[src/rtl/td4x_pkg.sv]
// Shared types for the td4x core: opcodes, control state, ALU source select
// and the bit layout of the destination-load vector.
package td4x_pkg;

  typedef enum logic [3:0] {
    OP_ADD_A   = 4'b0000,
    OP_MOV_A_B = 4'b0001,
    OP_IN_A    = 4'b0010,
    OP_MOV_A   = 4'b0011,
    OP_MOV_B_A = 4'b0100,
    OP_ADD_B   = 4'b0101,
    OP_IN_B    = 4'b0110,
    OP_MOV_B   = 4'b0111,
    OP_HLT     = 4'b1000,
    OP_OUT_B   = 4'b1001,
    OP_OUT_IM  = 4'b1011,
    OP_JC      = 4'b1100,
    OP_JNC     = 4'b1110,
    OP_JMP     = 4'b1111
  } opcode_e;

  typedef enum logic {
    ST_HALT = 1'b0,
    ST_RUN  = 1'b1
  } state_e;

  typedef enum logic [1:0] {
    SRC_A    = 2'd0,
    SRC_B    = 2'd1,
    SRC_IN   = 2'd2,
    SRC_ZERO = 2'd3
  } src_sel_e;

  // Positions inside the destination-load vector produced by the decoder.
  localparam int LD_A   = 0;
  localparam int LD_B   = 1;
  localparam int LD_OUT = 2;
  localparam int LD_PC  = 3;
  localparam int LD_W   = 4;

endpackage

[src/rtl/td4x_decoder.sv]
// Combinational instruction decoder for td4x_core; width independent.
// Define TD4X_JC_EN to decode opcode 1100 as JC (jump if carry), otherwise it is a NOP.
module td4x_decoder
  import td4x_pkg::*;
(
  input  opcode_e           op_i,
  input  logic              carry_i,
  output src_sel_e          src_sel_o,
  output logic [LD_W-1:0]   load_o,
  output logic              carry_upd_o,
  output logic              is_halt_o
);

  // Unlisted opcodes fall through to the defaults: no load, carry cleared.
  always_comb begin
    src_sel_o   = SRC_ZERO;
    load_o      = '0;
    carry_upd_o = 1'b0;
    is_halt_o   = 1'b0;
    unique case (op_i)
      OP_ADD_A:   begin src_sel_o = SRC_A;    load_o[LD_A]   = 1'b1; carry_upd_o = 1'b1; end
      OP_ADD_B:   begin src_sel_o = SRC_B;    load_o[LD_B]   = 1'b1; carry_upd_o = 1'b1; end
      OP_MOV_A:   begin src_sel_o = SRC_ZERO; load_o[LD_A]   = 1'b1; carry_upd_o = 1'b1; end
      OP_MOV_B:   begin src_sel_o = SRC_ZERO; load_o[LD_B]   = 1'b1; carry_upd_o = 1'b1; end
      OP_MOV_A_B: begin src_sel_o = SRC_B;    load_o[LD_A]   = 1'b1; carry_upd_o = 1'b1; end
      OP_MOV_B_A: begin src_sel_o = SRC_A;    load_o[LD_B]   = 1'b1; carry_upd_o = 1'b1; end
      OP_IN_A:    begin src_sel_o = SRC_IN;   load_o[LD_A]   = 1'b1; carry_upd_o = 1'b1; end
      OP_IN_B:    begin src_sel_o = SRC_IN;   load_o[LD_B]   = 1'b1; carry_upd_o = 1'b1; end
      OP_OUT_B:   begin src_sel_o = SRC_B;    load_o[LD_OUT] = 1'b1; carry_upd_o = 1'b1; end
      OP_OUT_IM:  begin src_sel_o = SRC_ZERO; load_o[LD_OUT] = 1'b1; carry_upd_o = 1'b1; end
      OP_JMP:     begin src_sel_o = SRC_ZERO; load_o[LD_PC]  = 1'b1; carry_upd_o = 1'b1; end
      OP_JNC:     load_o[LD_PC] = ~carry_i;
`ifdef TD4X_JC_EN
      OP_JC:      load_o[LD_PC] = carry_i;
`endif
      OP_HLT:     is_halt_o = 1'b1;
      default:    ;
    endcase
  end

endmodule

[src/rtl/td4x_core.sv]
// TD4-style A/B/OUT/PC register machine generalised to DATA_W bits, with a
// run/halt/single-step controller. Optional JC opcode via macro TD4X_JC_EN.
module td4x_core
  import td4x_pkg::*;
#(
  parameter int                DATA_W   = 4,
  parameter logic [DATA_W-1:0] RESET_PC = '0
) (
  input  logic              CLK,
  input  logic              RST,
  input  logic              tick,
  input  logic              run,
  input  logic              halt,
  input  logic              step,
  input  logic [DATA_W-1:0] in_port,
  output logic [DATA_W-1:0] rom_addr,
  input  logic [DATA_W+3:0] rom_data,
  output logic [DATA_W-1:0] out_port,
  output logic [DATA_W-1:0] reg_a,
  output logic [DATA_W-1:0] reg_b,
  output logic [DATA_W-1:0] pc,
  output logic              carry,
  output logic              halted,
  output logic              retire
);

  localparam logic [DATA_W-1:0] PC_ONE = {{(DATA_W-1){1'b0}}, 1'b1};

  state_e            state_q, state_d;
  logic              pending_q, pending_d;
  logic [DATA_W-1:0] a_q, a_d, b_q, b_d, out_q, out_d, pc_q, pc_d;
  logic              carry_q, carry_d;
  logic              retire_q, retire_d;

  opcode_e           op;
  logic [DATA_W-1:0] im;
  src_sel_e          src_sel;
  logic [LD_W-1:0]   load;
  logic              carry_upd;
  logic              is_halt;
  logic [DATA_W-1:0] src;
  logic [DATA_W:0]   sum;
  logic              exec;

  assign op = opcode_e'(rom_data[DATA_W+3:DATA_W]);
  assign im = rom_data[DATA_W-1:0];

  td4x_decoder u_dec (
    .op_i        (op),
    .carry_i     (carry_q),
    .src_sel_o   (src_sel),
    .load_o      (load),
    .carry_upd_o (carry_upd),
    .is_halt_o   (is_halt)
  );

  always_comb begin
    src = '0;
    unique case (src_sel)
      SRC_A:    src = a_q;
      SRC_B:    src = b_q;
      SRC_IN:   src = in_port;
      SRC_ZERO: src = '0;
      default:  src = '0;
    endcase
  end

  assign sum = {1'b0, src} + {1'b0, im};

  // A step arriving together with tick executes in that same cycle.
  assign exec = tick & ((state_q == ST_RUN) | pending_q | step);

  always_comb begin
    // NOTE: every _d starts from its _q so no branch can leave it unassigned and infer a latch.
    state_d   = state_q;
    pending_d = pending_q;
    a_d       = a_q;
    b_d       = b_q;
    out_d     = out_q;
    pc_d      = pc_q;
    carry_d   = carry_q;
    retire_d  = exec;

    if (exec) begin
      if (load[LD_A])   a_d   = sum[DATA_W-1:0];
      if (load[LD_B])   b_d   = sum[DATA_W-1:0];
      if (load[LD_OUT]) out_d = sum[DATA_W-1:0];
      pc_d    = load[LD_PC] ? sum[DATA_W-1:0] : pc_q + PC_ONE;
      carry_d = carry_upd & sum[DATA_W];
    end

    unique case (state_q)
      ST_HALT: begin
        pending_d = (pending_q | step) & ~exec;
        if (run && !halt) begin
          state_d   = ST_RUN;
          pending_d = 1'b0;
        end
      end
      ST_RUN: begin
        pending_d = 1'b0;
        if (halt || (exec && is_halt)) state_d = ST_HALT;
      end
      default: begin
        state_d   = ST_HALT;
        pending_d = 1'b0;
      end
    endcase
  end

  // NOTE: state uses non-blocking assignments; RST is synchronous so it sits inside the clocked branch.
  always_ff @(posedge CLK) begin
    if (RST) begin
      state_q   <= ST_HALT;
      pending_q <= 1'b0;
      a_q       <= '0;
      b_q       <= '0;
      out_q     <= '0;
      pc_q      <= RESET_PC;
      carry_q   <= 1'b0;
      retire_q  <= 1'b0;
    end else begin
      state_q   <= state_d;
      pending_q <= pending_d;
      a_q       <= a_d;
      b_q       <= b_d;
      out_q     <= out_d;
      pc_q      <= pc_d;
      carry_q   <= carry_d;
      retire_q  <= retire_d;
    end
  end

  assign rom_addr = pc_q;
  assign pc       = pc_q;
  assign reg_a    = a_q;
  assign reg_b    = b_q;
  assign out_port = out_q;
  assign carry    = carry_q;
  assign halted   = (state_q == ST_HALT);
  assign retire   = retire_q;

endmodule

[config.mk]
export PLATFORM = sky130hd
export DESIGN_NAME = td4x_core
export DESIGN_NICKNAME = d
export VERILOG_FILES = /design/src/rtl/td4x_pkg.sv /design/src/rtl/td4x_decoder.sv /design/src/rtl/td4x_core.sv
export SDC_FILE = /design/constraint.sdc
export NUM_CORES = 1
export LEC_CHECK = 0
export ABC_AREA = 1
export BUFFER_PORTS_ARGS = -buffer_cell sky130_fd_sc_hd__buf_4
export CORE_MARGIN = 1
export CORE_UTILIZATION = 44
export DETAILED_ROUTE_END_ITERATION = 8
export HOLD_SLACK_MARGIN = 0.1
export MAX_ROUTING_LAYER = met4
export PLACE_DENSITY = 0.82
export SETUP_SLACK_MARGIN = 0.02
export SYNTH_ARGS = -nofsm -noshare
export SYNTH_HDL_FRONTEND = slang
export SYNTH_HIERARCHICAL = 1
export SYNTH_SLANG_ARGS = --single-unit
export TNS_END_PERCENT = 10
[constraint.sdc]
create_clock -name CLK -period 2 [get_ports CLK]
set_clock_uncertainty 0.05 [all_clocks]
set_input_delay 0.4 -clock CLK [delete_from_list [all_inputs] [get_ports CLK]]
set_output_delay 0.4 -clock CLK [all_outputs]
set_load 0.02 [all_outputs]
# After elaboration in Yosys (flattened, before gate mapping)
# Index checks and enable logic that the tools add are counted.
[op_classes] addsub=2 eq_ne=15 mux=14 n_bitwise=9 reduce_logical=16
[op_table] operator="$eq 4x4->1 const B" n=5
[op_table] operator="$eq 4x3->1 const B" n=4
[op_table] operator="$pmux 4 s4" n=1
[op_table] operator="$reduce_or 11->1" n=1
[op_table] operator="$eq 4x2->1 const B" n=2
[op_table] operator="$mux 1" n=8
[op_table] operator="$reduce_or 4->1" n=2
[op_table] operator="$pmux 1 s2" n=3
[op_table] operator="$pmux 2 s3" n=1
[op_table] operator="$reduce_and 2->1" n=3
[op_table] operator="$reduce_or 2->1" n=3
[op_table] operator="$add 4x4->5" n=1
[op_table] operator="$add 4x1->4 const B" n=1
[op_table] operator="$eq 2x2->1 const B" n=2
[op_table] operator="$eq 4x1->1 const B" n=1
[op_table] operator="$logic_not 4->1" n=1
[op_table] operator="$mux 4" n=1
[op_table] operator="$and 1x1->1" n=3
[op_table] operator="$not 1->1" n=3
[op_table] operator="$or 1x1->1" n=3
[op_table] operator="$reduce_or 3->1" n=1
[op_table] operator="$eq 2x1->1 const B" n=1
[op_table] operator="$logic_and 1x1->1" n=2
[op_table] operator="$logic_not 2->1" n=1
[op_table] operator="other kinds (2)" n=2
[word_totals] ff_bits=20 inputBits=18 out_inout_bits=23 elab_cells=64

# Logic depth before layout (Yosys ltp)
# Gate-level depths: netlist (run 1).
[depth] word_depth=7 mapped_depth=16 depth_no_buf=16

# By module
# The synthesis (run 1) kept the hierarchy.
[by_module_without_submodules] module="td4x_core" instances=1 cells_each=149 area_per_inst_um2=1119.8 seq_area_each_um2=400.4
[by_module_without_submodules] module="td4x_decoder" instances=1 cells_each=20 area_per_inst_um2=81.3 seq_area_each_um2=0.0

# Least setup slack after synthesis (run 1)
# OpenSTA, ideal clock, no wires.
[synth_path] path_kind="input port to flip-flop" from="input rom_data[4]" to="register pc_q[2] (netlist: pc[2])" setup_time_ns=0.074 t_arrival_ns=1.949 t_required_ns=1.876 slack_ns=-0.073 stages=12 n_path_buf=0 path_cell_list="inv_1 nand3_1 nand2_1 inv_1 nor2_1 inv_1 o22ai_1 inv_1 fa_1 xor2_1 nand2_1 a31oi_1"
[synth_via] elab_chain_cells=7 elab_cells_between_ends=21 classes_between="1 x add/sub; 11 x eq/ne; 4 x mux; 5 x reduce/logical"
[synth_lines] item="start, declared" line_no="td4x_core.sv:17" text="input logic [DATA_W+3:0] rom_data,"
[synth_lines] item="$eq 4x1->1 (tied with other cells)" line_no="td4x_decoder.sv:20" text="unique case (op_i)"
[synth_lines] item="$reduce_or 3->1 (no source line) / $reduce_or 2->1 (equally long branches)"
[synth_lines] item="$pmux 2 s3 *" line_no="td4x_decoder.sv:20"
[synth_lines] item="via src_sel[1]" line_no="td4x_core.sv:37" text="src_sel_e src_sel;"
[synth_lines] item="$eq 2x2->1 (tied with other cells)" line_no="td4x_core.sv:59" text="unique case (src_sel)"
[synth_lines] item="$pmux 4 s4 *" line_no="td4x_core.sv:59"
[synth_lines] item="$add 4x4->5 *" line_no="td4x_core.sv:68" text="assign sum = {1'b0, src} + {1'b0, im};"
[synth_lines] item="$mux 4 *" line_no="td4x_core.sv:88" text="pc_d = load[LD_PC] ? sum[DATA_W-1:0] : pc_q + PC_ONE;"
[synth_lines] item="end signal, assigned" line_no="td4x_core.sv:128" text="pc_q <= pc_d;"
[synth_lines] item="end, declared" line_no="td4x_core.sv:31" text="logic [DATA_W-1:0] a_q, a_d, b_q, b_d, out_q, out_d, pc_q, pc_d;"
# Mark *: on every way through the listed nets, which the timed path passes. The rest lies on a longest branch.
# A chain may end at the register's enable or synchronous reset.

# Final worst setup path (run 1)
[layout_path] from="input rom_data[4]" to="register a_q[1] (netlist: reg_a[1])"
[layout_via] elab_chain_cells=6 elab_cells_between_ends=21 classes_between="1 x add/sub; 10 x eq/ne; 3 x mux; 7 x reduce/logical"
[layout_lines] item="$eq 4x1->1 (tied with other cells)" line_no="td4x_decoder.sv:20"
[layout_lines] item="$reduce_or 3->1 (no source line) / $reduce_or 2->1 (equally long branches)"
[layout_lines] item="$pmux 2 s3 *" line_no="td4x_decoder.sv:20"
[layout_lines] item="via src_sel[0]" line_no="td4x_core.sv:37"
[layout_lines] item="$eq 2x2->1 (tied with other cells)" line_no="td4x_core.sv:59"
[layout_lines] item="$pmux 4 s4 *" line_no="td4x_core.sv:59"
[layout_lines] item="$add 4x4->5 *" line_no="td4x_core.sv:68"
[layout_lines] item="via sum[1]" line_no="td4x_core.sv:42" text="logic [DATA_W:0] sum;"
[layout_lines] item="end signal, assigned" line_no="td4x_core.sv:116" text="a_q <= '0;"
[layout_lines] item="end signal, assigned" line_no="td4x_core.sv:125" text="a_q <= a_d;"
[layout_lines] item="end, declared" line_no="td4x_core.sv:31"
# Marks and branches as above.

==> results of run 1 <==
[final timing paths]
kind	startpoint	end	slack, ns	cells after the start
hold reg to reg	state_q	state_q	0.43	1
setup reg to reg	reg_b[0]	reg_a[1]	0.21	7
setup / recovery	rom_data[4]	reg_a[1]	0.06	11
hold / removal	RST	pc[3]	0.19	2
[cell usage in the layout (no fill, tap or decap), types with 2 or more instances in the layout]
master	instances
clkbuf_4	3
nand2_4	2
inv_4	4
nand3_2	2
buf_6	2
ha_1	5
inv_2	5
buf_4	50
o21ai_1	6
o21ai_0	14
nand2_1	21
dfxtp_1	20
nor2_4	5
a31oi_1	2
a21oi_2	3
inv_1	18
nor2_1	25
a21oi_1	9
nand3_1	7
[area by class of cell]
| cell class | count | area [um2] | share of cell area |
|---|---|---|---|
| Clock buffer | 4 | 36.3 | 0.0208 |
| Inverter | 28 | 120 | 0.0690 |
| Multi-Input combinational cell | 116 | 733 | 0.421 |
| Sequential cell | 20 | 400 | 0.230 |
| Tap cell | 30 | 37.5 | 0.0216 |
| Timing Repair Buffer | 53 | 413 | 0.237 |
[state kept, by name (all words and copies together) (netlist names)]
signal     cells
pc             4
carry          1
out_port       4
reg_a          4
pending_q      1
reg_b          4
retire         1
state_q        1
[repair_timing]
action	in CTS	in global routing
endpoints found under the setup margin	1	13
pin swaps	0	9
gates resized for setup	1	25
setup buffers	0	3
[per-stage QoR]
step                setup slack, ns  hold slack (ns)   util
floorplan                   -0.0203            0.396      -
global placement             -0.271            0.409  0.636
detailed placement           -0.305            0.417  0.636
CTS                          0.0178            0.191  0.655
global route                -0.0537            0.182  0.690
finish                       0.0563            0.194  0.690
[power groups by stage]
| stage | Sequential, W | Combinational, W | Clock, W |
|---|---|---|---|
| 6_report | 0.000440 | 0.000333 | 0.000238 |
| 5_1_grt | 0.000445 | 0.000366 | 0.000262 |
| 4_1_cts | 0.000440 | 0.000303 | 0.000243 |
| 3_5_place_dp | 0.000449 | 0.000294 | 0 |
| 2_1_floorplan | 0.000469 | 0.000160 | 0 |
| 3_3_place_gp | 0.000449 | 0.000291 | 0 |
[cell families after synthesis]
kind of cell | Yosys count
fa+ha+maj | 7
simple gates | 68
compound gates | 39
buf+inv | 33
xor+xnor | 2
flops | 20
[layer usage]
layer | GRT usage | vias up
met2 | 0.370 | 46
li1 | - | 647
met3 | 0.0500 | 2
met5 | - | -
met1 | 0.298 | 557
met4 | 0.0684 | 0
==> out/metrics.csv, run 1 <==
metric,value,unit
gr ovfl total,0,
M1 WL,1.32,mm
Synth area leader,dfxtp_1,
clock power share,0.235,
Crit-path slowest cell,fa_2,
multiplexer share of the synthesized area,0,
Synth Area in Compound Gates,0.178,
"Non-Filler Cell Area, Final",1740,um2
Vias,1252,
Sw Ratio,0.326,
I/O pins,41,
DR DRC count,0,
first-pass GRT wire length,4.77,mm
layout cells sized above 1,0.398,
final setup TNS,0,ns
combinational fraction of design power,0.329,
highest metal used,met4,
Placed Area,1610,um2
Final ANT Viol Nets,0,
fmax,514,MHz
largest net degree at the start of global routing,19,
Yosys top cell area share,0.333,
CP cell instances,buf_4 -> inv_4 -> nand2_1 -> inv_1 -> o21ai_0 -> a22oi_1 -> ha_1 -> fa_2 -> buf_4 -> nor2_1 -> nor2_1,
critical path data arrival time,2.10,ns
"Clk Latency, worst-skew pair",0.31,ns
WL met3,176,um
share of the clock period used by the worst path after layout,0.972,
internal power,0.000682,W
WP data required,2.15,ns
slowest cell delay on critical path,0.49,ns
"Slew Viols, Final",0,
diode count,0,
fin cells,251,
Cells after Synth,169,
vias in the first global route,1140,
largest family of logic cells by synthesized area,simple AND/OR/NAND/NOR gates,
PwrDens,581,nW/um2
Crit path buffers/inverters,4,
row count,18,
Num Clock Sinks,20,
die footprint,2940,um2
Die W,54.3,um
unrepaired setup endpoints after global routing,yes,
port buffer count,40,
DRT Wirelength,2.97,mm
minimum clock period,1.94,ns
Synth Warn #,6,
Seq pwr share,0.435,
Max-Slew Margin vs Limit,0.679,
syn avg cell area,7.11,um2
async set-reset flop share out of synthesis,0,
clk buf depth,2,
initial antenna violation count,0,
clock root cell,clkbuf_4,
# nets final,247,
Synth area leaders,"dfxtp_1, nor2_1, inv_1",
"flops & latches, synth",20,
"count leader, synth",nor2_1,
cell leakage power,0.862,nW
Main synth FF type,dfxtp_1,
Setup crit start kind,input port,
sequential area share after synthesis,0.333,
Synth Cell Area,1200,um2
max_cap viols,0,
Psw,0.000330,W
first-iteration detailed-routing DRC count,27,
DR vias/cell,4.99,
total track usage,0.234,
Yosys cell types,28,
"CP delay by family, top",adder cells,
Initial Utilization,0.476,
placed cells,244,
Simple-Gate Fraction of Synth Area,0.274,
CTS Buf Count,3,
"EDFF count, synth",0,
Power Total,0.00101,W
hold_buf cts,0,
area of the core,2520,um2
Tightest Hold Check Type,input port to register,
Adder-Cell Fraction of Synth Area,0.0792,
Area Growth Syn to Fin,44.9,%
H-tree Lvls,1,
Worst setup EP type,register,
hpwl dp,2.15,mm
Worst-Margin Slew,0.480,ns
per-cell routed wire length,11.8,um
Fill cells,220,
Worst VDD drop,0.659,mV
met2 wire len,1.46,mm
"Reg clk slew, reported paths",0.12,ns
"Hold Vio Cnt, Final",0,
GPL Wtd Cong,0.888,
syn nets,194,
drt first pass iters,6,
synth cell count leaders,"nor2_1, inv_1, nand2_1",
highest net fanout along the worst path,5,
Die Span Y,54.3,um
CTS tree,built,
crit path kind,input port to register,
Final Setup Violations,0,
post-synthesis xor/xnor area fraction,0.0146,
status,finished clean,
No activity file was read; power rests on OpenSTA's default activity.
==> run 2: changes to the inputs <==
--- a/config.mk
+++ b/config.mk
@@ -7,6 +7,7 @@
 export LEC_CHECK = 0
 export ABC_AREA = 1
 export BUFFER_PORTS_ARGS = -buffer_cell sky130_fd_sc_hd__buf_4
+export CORE_ASPECT_RATIO = 0.75
 export CORE_MARGIN = 1
 export CORE_UTILIZATION = 44
 export DETAILED_ROUTE_END_ITERATION = 8
@@ -14,6 +15,7 @@
 export MAX_ROUTING_LAYER = met4
 export PLACE_DENSITY = 0.82
 export SETUP_SLACK_MARGIN = 0.02
+export SLEW_MARGIN = 10
 export SYNTH_ARGS = -nofsm -noshare
 export SYNTH_HDL_FRONTEND = slang
 export SYNTH_HIERARCHICAL = 1
==> out/metrics.csv, run 2 (synthesis gave the netlist of run 1 again) <==
metric,value,unit
status,finished clean,
M1 WL,1.49,mm
Worst setup EP type,register,
highest net fanout along the worst path,5,
Die Span Y,47.3,um
critical path depth in cells,14,
Worst-Margin Slew,0.489,ns
hpwl dp,2.29,mm
most frequent cells in the layout,"buf_4, nor2_1, nand2_1, dfxtp_1, inv_1",
crit path from,rom_data[7],
first-iteration detailed-routing DRC count,63,
gr ovfl total,0,
critical path endpoint,out_port[3],
Tightest Hold Check Type,input port to register,
"Hold Vio Cnt, Final",0,
Initial Utilization,0.462,
critical path data arrival time,2.09,ns
Vias,1244,
cell leakage power,0.861,nW
highest metal used,met4,
max_cap viols,0,
CP cell instances,buf_8 -> nand2_4 -> nand3_2 -> nand2_2 -> inv_4 -> nor2_4 -> inv_2 -> o22ai_1 -> inv_1 -> ha_4 -> a21oi_2 -> nand3_1 -> and2_4 -> a21oi_1,
largest net degree at the start of global routing,19,
clk buf depth,2,
CTS tree,built,
DRT Wirelength,3.19,mm
FF-to-FF Start,reg_b[0],
DR DRC count,0,
WP data required,2.18,ns
CTS Buf Count,3,
end of the worst register-to-register path,reg_b[1],
Die W,62.3,um
fmax,524,MHz
Max-Slew Margin vs Limit,0.674,
Setup crit start kind,input port,
Final ANT Viol Nets,0,
clock root cell,clkbuf_4,
hold_buf cts,0,
PwrDens,577,nW/um2
row count,16,
Placed Area,1620,um2
diode count,0,
fin cells,257,
"most common cell after layout, fill and taps aside",buf_4,
layout cells sized above 1,0.416,
met2 wire len,1.51,mm
# nets final,247,
vias in the first global route,1105,
total track usage,0.222,
Num Clock Sinks,20,
unrepaired setup endpoints after global routing,yes,
"Non-Filler Cell Area, Final",1770,um2
I/O pins,41,
"CP delay by family, top",simple AND/OR/NAND/NOR gates,
placed cells,251,
Crit path buffers/inverters,4,
Final Setup Violations,0,
slowest cell delay on critical path,0.26,ns
Area Growth Syn to Fin,47.6,%
"Slew Viols, Final",0,
Crit-path slowest cell,ha_4,
Worst VDD drop,0.322,mV
port buffer count,40,
"Clk Latency, worst-skew pair",0.31,ns
area of the core,2600,um2
WL met3,180,um
share of the clock period used by the worst path after layout,0.955,
"Reg clk slew, reported paths",0.12,ns
initial antenna violation count,0,
flop2flop setup slack,0.22,ns
crit path kind,input port to register,
GPL Wtd Cong,0.857,
die footprint,2950,um2
worst reg-to-reg path cell count,6,
drt first pass iters,4,
minimum clock period,1.91,ns
first-pass GRT wire length,4.84,mm
DR vias/cell,4.84,
H-tree Lvls,1,
per-cell routed wire length,12.4,um
-- run 2: power breakdown --
| group | internal (W) | total [W] | switching (W) |
|---|---|---|---|
| clock network | 0.000111 | 0.000240 | 0.000129 |
| logic | 0.000154 | 0.000341 | 0.000187 |
| registers | 0.000420 | 0.000442 | 0.0000215 |
| total | 0.000685 | 0.00102 | 0.000337 |
-- run 2: final cells by class --
| class | count | area [um2] |
|---|---|---|
| Multi-Input combinational cell | 116 | 751 |
| Fill cell | 227 | 830 |
| Clock buffer | 4 | 36.3 |
| Timing Repair Buffer | 53 | 420 |
| Sequential cell | 20 | 400 |
| Tap cell | 36 | 45.0 |
| Inverter | 28 | 120 |
-- run 2: routing by layer --
| layer | up-vias | GRT usage |
|---|---|---|
| met1 | 550 | 0.262 |
| met4 | 0 | 0.0512 |
| li1 | 649 | - |
| met5 | - | - |
| met2 | 43 | 0.389 |
| met3 | 2 | 0.0583 |
-- run 2: worst min-delay path by stage --
stage	to	depth (start not counted)	start	slack, ns
global placement	state_q	1	state_q	0.41
detailed placement	state_q	1	state_q	0.43
floorplan	state_q	1	state_q	0.40
global route	pc[3]	2	RST	0.17
CTS	pc[3]	2	RST	0.19
finish	pc[3]	2	RST	0.19
-- run 2: worst reg2reg max path, cell delays in order (launching register included) --
cell and delay, ns:
dfxtp_1 0.40, o21ai_2 0.08, a22oi_1 0.21, ha_2 0.25
fa_2 0.50, o21ai_2 0.15, a21oi_1 0.05
-- run 2: stage by stage --
| step | hold WS, ns | power [W] | setup slack (ns) | setup TNS [ns] | utilization |
|---|---|---|---|---|---|
| final | 0.191 | 0.00102 | 0.0900 | 0 | 0.681 |
| after global routing | 0.173 | 0.00108 | -0.00517 | -0.00517 | 0.681 |
| after CTS | 0.187 | 0.000989 | 0.0107 | 0 | 0.638 |
| after detailed placement | 0.426 | 0.000749 | -0.299 | -3.33 | 0.623 |
| after global placement | 0.412 | 0.000744 | -0.269 | -2.85 | 0.623 |
| after floorplan | 0.396 | 0.000628 | -0.0203 | -0.0203 | - |
-- run 2: what timing repair did --
item,CTS,global route
setup buffers,0,2
setup endpoints to repair,3,13
resized for setup,1,32
pin swaps,0,11
